File: src/rtl/melody_pkg.sv
// Shared constants for the melody sequencer: note codes, the 50 MHz pitch table and FSM states.
package melody_pkg;

  localparam logic [3:0] NOTE_REST = 4'd0;
  localparam logic [3:0] NOTE_C    = 4'd1;
  localparam logic [3:0] NOTE_CS   = 4'd2;
  localparam logic [3:0] NOTE_D    = 4'd3;
  localparam logic [3:0] NOTE_DS   = 4'd4;
  localparam logic [3:0] NOTE_E    = 4'd5;
  localparam logic [3:0] NOTE_F    = 4'd6;
  localparam logic [3:0] NOTE_FS   = 4'd7;
  localparam logic [3:0] NOTE_G    = 4'd8;
  localparam logic [3:0] NOTE_GS   = 4'd9;
  localparam logic [3:0] NOTE_A    = 4'd10;
  localparam logic [3:0] NOTE_AS   = 4'd11;
  localparam logic [3:0] NOTE_B    = 4'd12;

  // Index 0 is C5 (note code 1); values are clk cycles per half period at 50 MHz.
  typedef logic [11:0][19:0] hp_tab_t;
  localparam hp_tab_t HP_BASE_50M = {
    20'd25_308, 20'd26_813, 20'd28_408, 20'd30_096, 20'd31_887, 20'd33_784,
    20'd35_793, 20'd37_922, 20'd40_177, 20'd42_566, 20'd45_097, 20'd47_778
  };

  typedef enum logic [2:0] {ST_IDLE, ST_PLAY, ST_GAP, ST_NEXT, ST_END} state_e;

  function automatic logic is_tone(input logic [3:0] n);
    return (n != NOTE_REST) && (n <= NOTE_B);
  endfunction

endpackage

File: src/rtl/melody_player_tone.sv
// Half-period counter and square-wave flop; clr or a silent note forces the output low.
module tone_gen #(
  parameter int HP_W = 20
) (
  input  logic            clk,
  input  logic            rst_n,
  input  logic            en,
  input  logic            clr,
  input  logic [HP_W-1:0] hp,
  output logic            wave
);

  logic [HP_W-1:0] cnt_q;

  always_ff @(posedge clk or negedge rst_n) begin
    if (!rst_n) begin
      cnt_q <= '0;
      wave  <= 1'b0;
    end else if (clr || !en) begin
      cnt_q <= '0;
      wave  <= 1'b0;
    end else if (cnt_q == hp) begin
      cnt_q <= '0;
      wave  <= ~wave;
    end else begin
      cnt_q <= cnt_q + HP_W'(1);
    end
  end

endmodule

File: src/rtl/melody_player.sv
// Note-table melody sequencer driving the buzzer. Define MELODY_REPEAT_EN to loop
// the song while play stays high at the end of the table.
module melody_player
  import melody_pkg::*;
#(
  parameter int      DEPTH       = 16,
  parameter int      DUR_W       = 8,
  parameter int      HP_W        = 20,
  parameter int      TICK_CYCLES = 5_000_000,
  parameter int      GAP_TICKS   = 0,
  parameter hp_tab_t HP_TAB      = HP_BASE_50M
) (
  input  logic                     clk,
  input  logic                     rst_n,
  input  logic                     play,
  input  logic                     stop,
  input  logic                     wr_en,
  input  logic [$clog2(DEPTH)-1:0] wr_addr,
  input  logic [6+DUR_W-1:0]       wr_data,
  output logic                     busy,
  output logic                     done,
  output logic [$clog2(DEPTH)-1:0] note_idx,
  output logic                     melody
);

  localparam int AW = $clog2(DEPTH);
  localparam int EW = 6 + DUR_W;
  localparam int TW = (TICK_CYCLES > 1) ? $clog2(TICK_CYCLES) : 1;
  localparam int GW = $clog2(GAP_TICKS + 1);
  localparam int CW = (DUR_W > GW) ? DUR_W : GW;

  logic [EW-1:0]   tab_q [DEPTH];
  state_e          state_q;
  logic            play_q, busy_q, done_q;
  logic [AW-1:0]   idx_q, idx_inc;
  logic [TW-1:0]   tick_q;
  logic [CW-1:0]   cnt_q, tgt;
  logic [EW-1:0]   cur;
  logic [3:0]      cur_note, hp_sel;
  logic [HP_W-1:0] hp_eff;
  logic            rise, first_ok, nxt_end, rpt, tick_last, phase_end, tone_clr;

  // NEXT and END are resolved here in zero time, on the edge that ends a note or gap.
  always_comb begin
    cur       = tab_q[idx_q];
    cur_note  = cur[EW-1 -: 4];
    hp_sel    = is_tone(cur_note) ? cur_note - 4'd1 : 4'd0;
    hp_eff    = ((HP_W'(HP_TAB[hp_sel]) + HP_W'(1)) << cur[DUR_W +: 2]) - HP_W'(1);
    rise      = play & ~play_q;
    idx_inc   = idx_q + AW'(1);
    first_ok  = tab_q[0][DUR_W-1:0] != '0;
    nxt_end   = (idx_q == AW'(DEPTH - 1)) || (tab_q[idx_inc][DUR_W-1:0] == '0);
`ifdef MELODY_REPEAT_EN
    rpt       = play && first_ok;
`else
    rpt       = 1'b0;
`endif
    tgt       = (state_q == ST_GAP) ? CW'(GAP_TICKS) : CW'(cur[DUR_W-1:0]);
    tick_last = tick_q == TW'(TICK_CYCLES - 1);
    phase_end = tick_last && (cnt_q + CW'(1) == tgt);
    tone_clr  = stop || (state_q != ST_PLAY) || phase_end;
  end

  always_ff @(posedge clk or negedge rst_n) begin
    if (!rst_n) begin
      for (int i = 0; i < DEPTH; i++) tab_q[i] <= '0;
      state_q <= ST_IDLE;
      play_q  <= 1'b0;
      busy_q  <= 1'b0;
      done_q  <= 1'b0;
      idx_q   <= '0;
      tick_q  <= '0;
      cnt_q   <= '0;
    end else begin
      play_q <= play;
      done_q <= 1'b0;
      if (wr_en && !busy_q) tab_q[wr_addr] <= wr_data;
      if (stop) begin
        state_q <= ST_IDLE;
        busy_q  <= 1'b0;
      end else begin
        case (state_q)
          ST_IDLE: if (rise) begin
            idx_q  <= '0;
            tick_q <= '0;
            cnt_q  <= '0;
            if (first_ok) begin
              state_q <= ST_PLAY;
              busy_q  <= 1'b1;
            end else begin
              done_q  <= 1'b1;
            end
          end
          ST_PLAY, ST_GAP: begin
            if (!phase_end) begin
              tick_q <= tick_last ? '0 : tick_q + TW'(1);
              if (tick_last) cnt_q <= cnt_q + CW'(1);
            end else begin
              tick_q <= '0;
              cnt_q  <= '0;
              if (state_q == ST_PLAY && GAP_TICKS > 0) begin
                state_q <= ST_GAP;
              end else if (!nxt_end) begin
                idx_q   <= idx_inc;
                state_q <= ST_PLAY;
              end else if (rpt) begin
                idx_q   <= '0;
                state_q <= ST_PLAY;
              end else begin
                state_q <= ST_IDLE;
                busy_q  <= 1'b0;
                done_q  <= 1'b1;
              end
            end
          end
          default: state_q <= ST_IDLE;
        endcase
      end
    end
  end

  tone_gen #(.HP_W(HP_W)) u_tone (
    .clk  (clk),
    .rst_n(rst_n),
    .en   (is_tone(cur_note)),
    .clr  (tone_clr),
    .hp   (hp_eff),
    .wave (melody)
  );

  assign busy     = busy_q;
  assign done     = done_q;
  assign note_idx = idx_q;

endmodule
File: config.mk
export PLATFORM = sky130hd
export DESIGN_NAME = melody_player
export DESIGN_NICKNAME = d
export VERILOG_FILES = /design/src/rtl/melody_pkg.sv /design/src/rtl/melody_player_tone.sv /design/src/rtl/melody_player.sv
export SDC_FILE = /design/constraint.sdc
export NUM_CORES = 1
export LEC_CHECK = 0
export CORE_UTILIZATION = 44
export DETAILED_ROUTE_END_ITERATION = 8
export PLACE_DENSITY = 0.59
export SYNTH_ARGS = -nofsm -noshare
export SYNTH_HDL_FRONTEND = slang
export SYNTH_HIERARCHICAL = 1
export SYNTH_SLANG_ARGS = --single-unit
File: constraint.sdc
create_clock -name clk -period 6.55 [get_ports clk]
set_input_delay 1.965 -clock clk [delete_from_list [all_inputs] [get_ports clk]]
set_output_delay 1.965 -clock clk [all_outputs]
set_load 0.05 [all_outputs]
# Yosys cells after proc, flatten, opt, wreduce, memory -nomap -nowiden
# Memories as Yosys holds them, arrays and structs flattened.
# Index checks and enable logic that the tools add are counted.
word_totals:
  regBits: 286
  mem_bits_ro: 320
  output_inout_bits: 7
  n_memories: 1
op_classes:
  addsub: 7
  order_cmp: 6
  n_eq_ne: 15
  shifts: 1
  n_mux: 46
  bitwise: 7
  n_reduce_logical: 23
memory_table:
  columns: ["memory", "words", "word_bits", "read_ports", "rd_ports_with_merged_regs", "write_ports", "line", "source"]
  rows:
  - ["(name not given)", 16, 20, 1, 0, 0, "melody_player.sv:48", "hp_eff = ((HP_W'(HP_TAB[hp_sel]) + HP_W'(1)) << cur[DUR_W +: 2]) - HP_W'(1);"]
op_table:
  columns: ["operator", "count"]
  rows:
  - ["$bwmux W224", 1]
  - ["$bmux W14 S4", 2]
  - ["$mux W23", 3]
  - ["$mux W20", 3]
  - ["$demux W14 S4", 1]
  - ["$mux W8", 6]
  - ["$pmux W23 S2", 1]
  - ["$mux W14", 3]
  - ["$add A20 B1 Y20 const B", 2]
  - ["$add A23 B1 Y23 const B", 1]
  - ["$eq A23 B23 Y1 const B", 1]
  - ["$eq A20 B20 Y1", 1]
  - ["$shl A20 B2 Y20", 1]
  - ["$sub A20 B1 Y20 const B", 1]
  - ["$mux W4", 4]
  - ["$pmux W8 S2", 1]
  - ["$ge A5 B5 Y1 const B", 3]
  - ["$ne A3 B3 Y1 const B", 5]
  - ["$not A4 Y5", 3]
  - ["$mux W1", 13]
  - ["$mux W3", 4]
  - ["$reduce_and A5 Y1", 2]
  - ["$add A8 B1 Y8 const B", 1]
  - ["$eq A8 B8 Y1", 1]
  - ["27 further kinds", 41]

# Logic depth before layout (Yosys ltp)
depth:
  ltp_word: 15
  depth_mapped: 34

# By module
# Netlist, hierarchy kept.
modules_own_cells:
  columns: ["module", "instances", "cells_each", "area_per_inst_um2", "seq_area_each_um2"]
  rows:
  - ["melody_player", 1, 1283, 15095.7, 6581.3]
  - ["tone_gen", 1, 124, 1196.1, 525.5]

# Worst setup path after synthesis
# No wires, ideal clock.
synth_timing:
  kind: "register -> register"
  from: "register idx_q[1] (netlist: note_idx[1])"
  to: "register u_tone.wave"
  setup_time_ps: 78
  arrival_ps: 7280
  slack_ps: -807
  path_stages_with_launch: 32
  n_path_buf: 3
  path_cell_list: "dfrtp_1 > buf_2 > mux4_2 > mux2i_1 > mux2i_1 > inv_1 > clkbuf_1 > ha_1 > clkbuf_1 > nor4_1 > nor3b_1 > nor2b_1 > inv_1 > ha_1 > a221oi_2 > ha_1 > inv_1 > a311oi_1 > o2bb2ai_1 > nand3_1 > o21ba_2 > mux2i_1 > o21a_1 > o22ai_1 > or4_4 > nor3_1 > xor2_1 > xor2_1 > nor4_1 > nand3_1 > or3_1 > a21boi_1"
synth_via:
  elab_chain_cells: 14
  word_cells_on_any_way: 23
synth_rtl:
  columns: ["element", "line", "source"]
  rows:
  - ["from (decl)", "melody_player.sv:35", "logic [AW-1:0] idx_q, idx_inc;"]
  - ["from (signal assigned)", "melody_player.sv:104", "idx_q <= idx_inc;"]
  - ["$not A4 Y5 (not written as such) *", "melody_player.sv:45", "cur = tab_q[idx_q];"]
  - ["$bmux W14 S4 *", "melody_player.sv:45", null]
  - ["$mux W14 (not written as such) * (2 in a row)", "melody_player.sv:45", null]
  - ["$le A4 B4 Y1 or $reduce_bool A4 Y1 (tied branches)", "melody_pkg.sv:28", "return (n != NOTE_REST) && (n <= NOTE_B);"]
  - ["$logic_and A1 B1 Y1", "melody_pkg.sv:28", null]
  - ["$mux W4", "melody_player.sv:47", "hp_sel = is_tone(cur_note) ? cur_note - 4'd1 : 4'd0;"]
  - ["$mem_v2 Z16 W20", null, null]
  - ["$mux W20 (not written as such)", "melody_player.sv:48", null]
  - ["$add A20 B1 Y20", "melody_player.sv:48", null]
  - ["$shl A20 B2 Y20 *", "melody_player.sv:48", null]
  - ["$sub A20 B1 Y20 *", "melody_player.sv:48", null]
  - ["named net hp_eff[14]", "melody_player.sv:40", "logic [HP_W-1:0] hp_eff;"]
  - ["$eq A20 B20 Y1 *", "melody_player_tone.sv:22", "end else if (cnt_q == hp) begin"]
  - ["$reduce_bool A2 Y1 (no line) *", null, null]
  - ["to (signal assigned)", "melody_player_tone.sv:24", "wave <= ~wave;"]
  - ["to (decl)", "melody_player_tone.sv:10", "output logic wave"]
# Mark *: on every way through the listed nets, which the timed path passes. The rest lies on a longest branch. The select of a mux whose other input is x is not followed.
# A chain may end at the register's enable or synchronous reset.

# Worst setup path in the final report
layout_timing:
  from: "register idx_q[0] (netlist: note_idx[0])"
  to: "register u_tone.cnt_q[0]"
layout_via:
  elab_chain_cells: 15
  word_cells_on_any_way: 23
layout_rtl:
  columns: ["element", "line", "source"]
  rows:
  - ["$not A4 Y5 (not written as such) *", "melody_player.sv:45", null]
  - ["$bmux W14 S4 *", "melody_player.sv:45", null]
  - ["$mux W14 (not written as such) * (2 in a row)", "melody_player.sv:45", null]
  - ["$le A4 B4 Y1 or $reduce_bool A4 Y1 (tied branches)", "melody_pkg.sv:28", null]
  - ["$logic_and A1 B1 Y1", "melody_pkg.sv:28", null]
  - ["$mux W4", "melody_player.sv:47", null]
  - ["$mem_v2 Z16 W20", null, null]
  - ["$mux W20 (not written as such)", "melody_player.sv:48", null]
  - ["$add A20 B1 Y20", "melody_player.sv:48", null]
  - ["$shl A20 B2 Y20 *", "melody_player.sv:48", null]
  - ["$sub A20 B1 Y20 *", "melody_player.sv:48", null]
  - ["named net hp_eff[14]", "melody_player.sv:40", null]
  - ["$eq A20 B20 Y1 *", "melody_player_tone.sv:22", null]
  - ["$mux W20 *", "melody_player_tone.sv:22", null]
  - ["$mux W20 *", "melody_player_tone.sv:19", "end else if (clr || !en) begin"]
  - ["to (signal assigned)", "melody_player_tone.sv:26", "cnt_q <= cnt_q + HP_W'(1);"]
  - ["to (decl)", "melody_player_tone.sv:13", "logic [HP_W-1:0] cnt_q;"]
# Marks and branches as above.

==> impl_metrics.tcl <==
set metrics [dict create \
    synth_seq_area_share 0.436 \
    violations "negative setup slack" \
    synth_edf_count 0 \
    global_route.overflow_total 0 \
    arithmetic_cell_share_of_the_synthesized_area_counting_full_adders_half_adders_and_majority_gates 0.0115 \
    vias 11848 \
    slack_of_the_worst_reg_to_reg_path_ns -0.03 \
    layout.cells.most_common "dfrtp_1" \
    max_stage_delay_ns 0.62 \
    synth_largest_type_area_fraction 0.436 \
    worst_hold_slack_ns 0.495 \
    clkTransAtPathRegs_ns 0.06 \
    min_path_type "reg -> reg" \
    outcome "finished, violations left" \
    synth_flop_cell "dfrtp_1" \
    antenna_cells 0 \
    num_io_pins 30 \
    finalCriticalPeriod_ns 6.58 \
    postSynthNetCount 1445 \
    cts_sinks 284 \
    tritoncts_buffers 31 \
    yosys.area_share.xor_xnor 0.0425 \
    synth_top_family_by_area "multiplexers" \
    hp_start "tick_q[5]" \
    vias_per_cell 5.98 \
    layout_common_cells "dfrtp_1, mux2_2, nand2_1, buf_4, nor2_1" \
    grt_util_all_layers 0.232 \
    die_area_um2 37800 \
    post_synth_mux_area_share 0.277 \
    drive_above_1_share 0.351 \
    slew_at_the_pin_closest_to_its_max_slew_limit_ns 1.00 \
    p_total_w 0.0118 \
    area_growth_syn_to_layout_pct 16.5 \
    finalWeightedCongestion 0.855 \
    detailed_place_hpwl_um 29600 \
    async_reset_ff_frac 1.00 \
    netlist-cell-type-count 88 \
    die_width_um 194 \
    post_synth_and_or_nand_nor_area_fraction 0.121 \
    layout_setup_ws_ns -0.0298 \
    finClkSkew_ns 0.0139 \
    report.final.setup_viol 20 \
    synthTopCellsByArea "dfrtp_1, mux2_2, mux4_2, xor2_1, nand2_1" \
    worst_slew_margin_rel 0.331 \
    starting_density 0.446 \
    power.static_leakage_nw 7.82 \
    hold_viol 0 \
    syn-cell-area_um2 16300 \
    slowest_stage_cell_crit_path "or4_4" \
    tritoncts_clock_tree "done" \
    postSynthCellCount 1407 \
    worstSetupPathType "reg -> reg" \
    grt_pass1_wl_um 69600 \
    power.density_cell_area_nw_per_um2 624 \
    route.final.wire_length_um 43200 \
    rr_endpoint "u_tone/cnt_q[0]" \
    drv_slew 0 \
    clkLatencyLatePin_ns 0.58 \
    worstPathArrival_ns 7.03 \
    drt-wirelength-per-cell_um 21.8 \
    critical_path.endpoint "u_tone/cnt_q[0]" \
    cts_htree_levels 1 \
    fillerInstances 3208 \
    drt_iter0_drc 759 \
    die_h_um 194 \
    ys_seq_elements 284 \
    achievable-frequency_ghz 0.152 \
    worst_ep_required_time_ns 7.00 \
    initial_antenna_violation_count 0 \
    r2r_startpoint "note_idx[0]" \
    min_period_over_period 1.00 \
    clock_tree.buffer_depth 3 \
    grt_start_max_net_pins 93 \
    detail-route-antenna-nets 0 \
    layout.cells.non_filler 1982 \
    root_buffer "clkbuf_16" \
    maxCapViolations 0 \
    design.final.nets 1529 \
    syn_area_per_cell_um2 11.6 \
    drt_drc_violations_left 0 \
    startpoint_type "flop" \
    yosys_warnings 6 \
    share_of_the_synthesized_area_in_compound_gates_ao_oa_aoi_oai 0.0831 \
    critical_path.startpoint "note_idx[0]" \
    detail_route.first_pass.iterations 5 \
    postCtsHoldBufs 0 \
    ff2ff_path_depth 29 \
    floorplan.rows 70 \
    placement.io_buffers 29 \
    core-area_um2 36500 \
    cell_taking_the_most_area_after_synthesis "dfrtp_1" \
    placedCellCount 1898 \
    critical_path.max_fanout 12 \
    endpoint_kind "flop" \
    grt_setup_unrepaired "yes" \
    vdd.ir_drop.worst_mv 0.378 \
    via_count_of_the_first_global_routing_pass 12074 \
]
## sequential cells by signal, summed over array words and instances, names as in the netlist
signal	cells
done	1
note_idx	4
u_tone/cnt_q	20
tab_q	224
play_q	1
tick_q	23
state_q	1
cnt_q	8
u_tone/wave	1
busy	1
## repair_timing
| action | in CTS | in global routing |
|---|---|---|
| pin swaps | 10 | 31 |
| endpoints found under the setup margin | 21 | 21 |
| buffers inserted | 2 | 23 |
| resized for setup | 12 | 42 |
| gates cloned | 1 | 2 |
## layout make-up
type	instances	area (um^2)	share of cell area
inverter	24	90.1	0.00475
clock buffer	52	955	0.0503
sequential	284	7110	0.375
clock inverter	4	35.0	0.00185
multi-input combinational	1011	8990	0.474
tap	468	586	0.0309
timing repair buffer	139	1200	0.0632
## cell usage after synthesis (all sizes together) (11+ instances only)
master and number:
nor3 20, nand2 102, ha 15, nor4 44, inv 23, mux4 64, mux2 240, nor2 85
xor2 56, dfrtp 284, buf 27, and3 11, nand3 41, nand4 17, clkbuf 61, xnor2 23
a21oi 31, nor2b 13, o21ai 46, mux2i 34
## critical path, delay by kind of cell (launching register included)
kind	cells	cell delay, ns
adder cells (fa/ha/maj)	2	0.39
flip-flops	1	0.54
buffers and inverters	7	0.93
AND/OR/NAND/NOR	10	2.01
multiplexers	3	0.98
XOR/XNOR	2	0.28
AO/OA/AOI/OAI	5	1.32
## where the power goes
group | switching (W) | internal [W]
clock | 0.000709 | 0.000985
sequential | 0.000312 | 0.00215
combinational | 0.00402 | 0.00366
total | 0.00504 | 0.00679
## worst min path at each step
stage / cells past startpoint / slack [ns] / to
after floorplan: 1 / 0.45 / tick_q[5]
after global placement: 1 / 0.47 / tick_q[5]
after detailed placement: 1 / 0.49 / tab_q[124]
after CTS: 1 / 0.50 / tick_q[5]
after global routing: 1 / 0.51 / tab_q[36]
final: 1 / 0.49 / tick_q[5]
## layer usage
metal  vias up  GRT usage  wire, um
met1      6122      0.327     19800
met3        61     0.0288      1670
met4         0     0.0573       988
met5         -          0         0
li1       5423          -         -
met2       242      0.378     20700
## stage by stage
stage                     cell area, um^2  setup slack (ns)  utilization  TNS (ns)
after detailed placement            17500            -0.125        0.479     -2.33
after CTS                           18500           0.00516        0.508         0
after global placement              17500            0.0469        0.479         0
after floorplan                     16400           0.00218            -         0
final                               19000           -0.0298        0.519    -0.300
after global routing                19000            -0.365        0.519     -6.69
## logic make-up (layout without fill, tap and decap cells)
group,Yosys count,after routing
buffers and inverters,112,219
adders and majority gates,15,15
other,1,1
DFF,284,284
and+or+nand+nor,389,389
xor gates and xnor gates,79,79
AOI/OAI and AO/OA,189,189
muxes,338,338
Note: power is estimated with default switching activity, not from simulation.
